**src/rtl/ctrl_pkg.sv**
```systemverilog
// Shared types and encodings for the multicycle instruction controller.
// The TRAP state exists only when CTRL_ILLEGAL_TRAP_EN is defined.
package ctrl_pkg;

  typedef enum logic [2:0] {
    S_IF,
    S_EX,
    S_ME,
    S_WB,
    S_WB_M
`ifdef CTRL_ILLEGAL_TRAP_EN
    , S_TRAP
`endif
  } state_t;

  localparam logic [1:0] CLS_REG = 2'b00;
  localparam logic [1:0] CLS_IMM = 2'b01;
  localparam logic [1:0] CLS_MEM = 2'b10;
  localparam logic [1:0] CLS_JMP = 2'b11;

  localparam logic [5:0] SUB_ST = 6'd0;
  localparam logic [5:0] SUB_LD = 6'd1;

  localparam logic [1:0] DM_CLR  = 2'b00;
  localparam logic [1:0] DM_IDLE = 2'b01;
  localparam logic [1:0] DM_LD   = 2'b10;
  localparam logic [1:0] DM_ST   = 2'b11;

  localparam logic [1:0] PC_CLR  = 2'b00;
  localparam logic [1:0] PC_HOLD = 2'b01;
  localparam logic [1:0] PC_OUT  = 2'b10;
  localparam logic [1:0] PC_INC  = 2'b11;

  localparam logic [1:0] FN_REG = 2'b00;
  localparam logic [1:0] FN_IMM = 2'b01;
  localparam logic [1:0] FN_MEM = 2'b10;

  function automatic logic is_mem_subop(input logic [5:0] sub);
    return (sub == SUB_ST) || (sub == SUB_LD);
  endfunction

endpackage

```
**src/rtl/ctrl_decode.sv**
```systemverilog
// Combinational decode of controller state + latched instruction into datapath controls.
// Honours CTRL_ILLEGAL_TRAP_EN (adds the TRAP state decode).
module ctrl_decode
  import ctrl_pkg::*;
#(
  parameter int INSTR_W = 32,
  parameter int ADDR_W  = 24,
  parameter int IMM_W   = 8
) (
  input  state_t             state,
  input  logic [INSTR_W-1:0] ir,
  input  logic               run,
  output logic [1:0]         en_dm,
  output logic [ADDR_W-1:0]  addr,
  output logic [IMM_W-1:0]   imm_in,
  output logic               en_rg,
  output logic [1:0]         func,
  output logic [1:0]         en_pc,
  output logic               pc_load,
  output logic [5:0]         opcode,
  output logic               trap
);

  logic [1:0]        cls;
  logic [5:0]        sub;
  logic [ADDR_W-1:0] afield;

  assign cls    = ir[1:0];
  assign sub    = ir[7:2];
  assign afield = ir[ADDR_W+7:8];

  always_comb begin
    en_dm   = DM_CLR;
    addr    = '0;
    imm_in  = '0;
    en_rg   = 1'b0;
    func    = FN_REG;
    en_pc   = PC_HOLD;
    pc_load = 1'b0;
    opcode  = '0;
    trap    = 1'b0;
    case (state)
      // PC is only presented while fetching is live, not straight after reset/disable
      S_IF: en_pc = run ? PC_OUT : PC_HOLD;
      S_EX: begin
        func   = cls;
        opcode = sub;
        addr   = afield;
        en_rg  = 1'b1;
        if (cls == CLS_IMM) imm_in = ir[INSTR_W-1 -: IMM_W];
      end
      S_ME: begin
        func = FN_MEM;
        addr = afield;
        if (sub == SUB_ST) begin
          en_dm = DM_ST;
        end else if (sub == SUB_LD) begin
          en_dm = DM_LD;
          en_rg = 1'b1;
        end else begin
          en_dm = DM_IDLE;
        end
      end
      S_WB, S_WB_M: begin
        if (cls == CLS_JMP) begin
          pc_load = 1'b1;
          en_pc   = PC_HOLD;
          addr    = afield;
        end else begin
          en_pc = PC_INC;
        end
      end
`ifdef CTRL_ILLEGAL_TRAP_EN
      S_TRAP: begin
        trap  = 1'b1;
        en_pc = PC_HOLD;
        en_dm = DM_IDLE;
      end
`endif
      default: ;
    endcase
  end

endmodule

```
**src/rtl/ctrl_fsm_param.sv**
```systemverilog
// Parametrised multicycle controller: IF/EX/ME/WB sequencing, instruction register, retired counter.
// CTRL_ILLEGAL_TRAP_EN: undefined memory subops lock into TRAP instead of retiring as a NOP.
module ctrl_fsm_param
  import ctrl_pkg::*;
#(
  parameter int INSTR_W = 32,
  parameter int ADDR_W  = 24,
  parameter int IMM_W   = 8,
  parameter int CNT_W   = 16
) (
  input  logic               clk,
  input  logic               rst,
  input  logic               enable,
  input  logic [INSTR_W-1:0] code,
  input  logic               mem_ready,
  output logic [1:0]         en_dm,
  output logic [ADDR_W-1:0]  addr,
  output logic [IMM_W-1:0]   imm_in,
  output logic               en_rg,
  output logic [1:0]         func,
  output logic [1:0]         en_pc,
  output logic               pc_load,
  output logic [5:0]         opcode,
  output logic [CNT_W-1:0]   retired,
  output logic               trap
);

  state_t             state_q, state_d;
  logic [INSTR_W-1:0] ir_q;
  logic               run_q;
  logic [CNT_W-1:0]   retired_q;
  logic               trapped;
  logic               retire;

`ifdef CTRL_ILLEGAL_TRAP_EN
  assign trapped = (state_q == S_TRAP);
`else
  assign trapped = 1'b0;
`endif

  assign retire = enable && ((state_q == S_WB) || (state_q == S_WB_M));

  always_ff @(posedge clk or posedge rst) begin
    if (rst) begin
      state_q   <= S_IF;
      ir_q      <= '0;
      run_q     <= 1'b0;
      retired_q <= '0;
    end else begin
      state_q <= state_d;
      run_q   <= enable;
      if ((state_q == S_IF) && enable) ir_q <= code;
      if (retire) retired_q <= retired_q + CNT_W'(1);
    end
  end

  always_comb begin
    state_d = state_q;
    case (state_q)
      S_IF: begin
        if (enable) begin
          case (code[1:0])
            CLS_REG, CLS_IMM: state_d = S_EX;
            CLS_MEM:          state_d = S_ME;
            default:          state_d = S_WB;
          endcase
        end
      end
      S_EX: state_d = S_WB;
      S_ME: begin
        if (is_mem_subop(ir_q[7:2])) begin
          if (mem_ready) state_d = (ir_q[7:2] == SUB_LD) ? S_WB_M : S_WB;
        end else begin
`ifdef CTRL_ILLEGAL_TRAP_EN
          state_d = S_TRAP;
`else
          state_d = S_WB;
`endif
        end
      end
      S_WB, S_WB_M: state_d = S_IF;
      default: state_d = state_q;
    endcase
    // disable abandons the instruction from any state except a latched trap
    if (!enable && !trapped) state_d = S_IF;
  end

  ctrl_decode #(
    .INSTR_W(INSTR_W),
    .ADDR_W (ADDR_W),
    .IMM_W  (IMM_W)
  ) u_decode (
    .state  (state_q),
    .ir     (ir_q),
    .run    (run_q),
    .en_dm  (en_dm),
    .addr   (addr),
    .imm_in (imm_in),
    .en_rg  (en_rg),
    .func   (func),
    .en_pc  (en_pc),
    .pc_load(pc_load),
    .opcode (opcode),
    .trap   (trap)
  );

  assign retired = retired_q;

endmodule
```
**config.mk**
```make
export PLATFORM = sky130hd
export DESIGN_NAME = ctrl_fsm_param
export DESIGN_NICKNAME = d
export VERILOG_FILES = /design/src/rtl/ctrl_pkg.sv /design/src/rtl/ctrl_decode.sv /design/src/rtl/ctrl_fsm_param.sv
export SDC_FILE = /design/constraint.sdc
export NUM_CORES = 1
export LEC_CHECK = 0
export CAP_MARGIN = 20
export CORE_MARGIN = 4
export CORE_UTILIZATION = 44
export CTS_CLUSTER_DIAMETER = 120
export DETAILED_ROUTE_END_ITERATION = 10
export GPL_TIMING_DRIVEN = 0
export PLACE_DENSITY = 0.92
export SYNTH_ARGS = -nofsm -noshare
export SYNTH_HDL_FRONTEND = slang
export SYNTH_SLANG_ARGS = --single-unit
```
**constraint.sdc**
```tcl
create_clock -name clk -period 2 [get_ports clk]
set_clock_uncertainty 0.1 [all_clocks]
set_input_delay 0.2 -clock clk [delete_from_list [all_inputs] [get_ports clk]]
set_output_delay 0.2 -clock clk [all_outputs]
set_load 0.005 [all_outputs]
```
==> run metrics <==
LEAKAGE 0.00195 uW; Post-synth EDFFs 0; most frequent cell after synthesis dfrtp_1; post-route cell area 4180 um2; max-cap violation count 0; Clock Sink Count 52; die width 84.1 um; CP startpoint kind register; Routed WL 7170 um; WP data arrival 1.90 ns; First-pass DRT Iterations 4; Vert. Die Dim 84.1 um; Max FO, Critical Path 4; Power Internal 2710 uW; FF-to-FF End retired[15]; peak supply drop 0.591 mV; switching share of power 30.4%; Pins Over Slew Limit 0; R2R cell count 5; RSZ-0062 raised after global routing yes; setup_tns -4.46 ns; DP HPWL 4690 um; Synth area leaders dfrtp_1, mux2_2, nor2b_1; first-pass GRT wire length 11200 um; final setup margin -0.195 ns; Starting Density 45.8%; cell count after synthesis 225; Clk network pwr share 17.8%; Core Box Area 5570 um2; # IOs 99; CTS tree yes; Syn Std Cell Area 2550 um2; async set-or-reset flop fraction in the synthesized netlist 100%; area leader, netlist dfrtp_1; run status finished with violations; Post-DRT Antenna Nets 0; ys flop type dfrtp_1; pin count of the biggest net entering global routing 29; layout cells sized above 1 43.0%; worst-skew pair later-pin latency 0.29 ns; Syn Nets 262; Period Utilization, post-route 110%; Mapped Avg Cell Area 11.3 um2; top cell type's share of synthesized area 51.0%; crit path kind reg -> out; Synth Register Bits 52; total gr overflow 0; Slew headroom 64.3%; Pwr Density 933 nW/um2; failing checks setup timing; Worst Hold Class in -> async; DR vias/cell 5.03; final setup violation count 38; Antenna Diode Count 0; area grow syn2layout 64.0%; vias in the first global route 2283; placed instance area 3630 um2; 1st-iter DRT viols 42; layout net count 399; initial antenna violation count 0; vias 2188; Critical Path RT 1.70 ns; Switch Pwr 1190 uW; Max Fclk 456 MHz; Crit. End Element output pin; Clock H-tree levels 2; reg2reg setup slack -0.14 ns; Clock transition at path regs 0.09 ns; # hold bufs at CTS 0; Num CTS Buffers 5; Reg power frac 40.8%; Cell Rows 27; commonest cells in the synthesized netlist dfrtp_1, mux2_2, nor2b_1, and2_1, xnor2_1; Total GRT Usage 19.4%; Worst Max-Slew Pin Slew 0.534 ns; Final Hold Viols 0; die footprint 7080 um2; Max Buffers Root-to-Sink 2; combinational share of power 41.4%; worst hold margin 0.169 ns; drt wl/cell 16.5 um; final critical-path required period 2.20 ns; RR Startpoint state_q[1]; Root Buffer clkbuf_8; Placer Congestion 0.782; Cell variety after synth 37; synthesis warning total 0; sequential element share of the synthesized area 51.0%; post-layout util 75.0%; port bufs 97; Remaining DRCs 0
## repair_timing
item / in CTS / in global routing
pin swaps: 16 / 13
gates resized for setup: 181 / 63
buffers inserted: 19 / 11
endpoints found under the hold margin: 0 / 0
cloned: 2 / 0
endpoints found under the setup margin: 82 / 50
## kinds of logic (layout without fill, tap and decap cells)
group	count (synthesis)	after routing	share of synthesized area, %
compound gates	15	15	3.87
xor+xnor	15	15	5.15
fa+ha+maj	2	2	0.883
buf+inv	15	153	2.50
flops	52	52	51.0
mux	34	34	15.0
other cells	1	1	0.147
simple gates	91	91	21.5
## worst max-delay path, stage by stage (launching register included)
cell and delay, ns:
dfrtp_1 0.43, buf_6 0.15, nor3b_4 0.25, and2_4 0.18, nor2b_4 0.18, buf_6 0.13
buf_6 0.09, and2_4 0.13, buf_6 0.08
## worst max path at each step
stage          slack, ns          end  startpoint
2_1_floorplan       0.16  retired[15]  state_q[0]
3_3_place_gp       -0.76    imm_in[4]  state_q[1]
3_5_place_dp       -0.84    imm_in[4]  state_q[1]
4_1_cts            -0.19    opcode[2]  state_q[1]
5_1_grt            -0.30    imm_in[0]  state_q[0]
6_report           -0.20    imm_in[1]  state_q[2]
## power by group through the flow
stage | clock network [uW] | registers [uW] | logic, uW
floorplan | 0 | 1530 | 680
global placement | 0 | 1570 | 1340
detailed placement | 0 | 1590 | 1390
CTS | 716 | 1580 | 1480
global route | 771 | 1640 | 1740
finish | 694 | 1590 | 1610
## sequential cells by signal, summed over array words and instances (netlist names)
register  count
ir_q         32
retired      16
run_q         1
state_q       3
## cells in the final DEF, fill, tap and decap left out, types with 6 or more instances in the layout
master           netlist  routed
dfrtp_1               52      51
nor2b_4                0       8
buf_2                  3      31
nand4_1                7       7
nand2_1                7       7
nor2b_1               27      17
clkdlybuf4s50_1        0      51
and2_1                16      11
xnor2_1               10      10
buf_4                  1      16
clkbuf_8               0       7
dlymetal6s2s_1         0       6
mux2_2                33      33
nand3_1                6       6
buf_6                  0      21
## stage by stage
| stage | worst slack (ns) | std cells | total power (uW) |
|---|---|---|---|
| detailed placement | -0.841 | 395 | 2980 |
| CTS | -0.193 | 424 | 3770 |
| global placement | -0.761 | 394 | 2900 |
| global route | -0.300 | 435 | 4160 |
| finish | -0.195 | 435 | 3900 |
| floorplan | 0.161 | 225 | 2210 |
## layer usage
metal | global-route usage [%] | up-vias | wire length (um)
li1 | - | 1043 | -
met1 | 24.5 | 1061 | 2880
met2 | 32.9 | 76 | 3730
met3 | 4.81 | 8 | 476
met4 | 5.56 | 0 | 85
met5 | 0 | - | 0
## cell type report
class                      instances  area, um2
buffer                             9       87.6
clock buffer                       6       72.6
clock inverter                     2       35.0
fill                             393       1390
inverter                           6       22.5
multi-input combinational        158       1410
sequential                        52       1300
tap                               72       90.1
timing repair buffer             130       1160
Power figures use the tool's default switching activity.
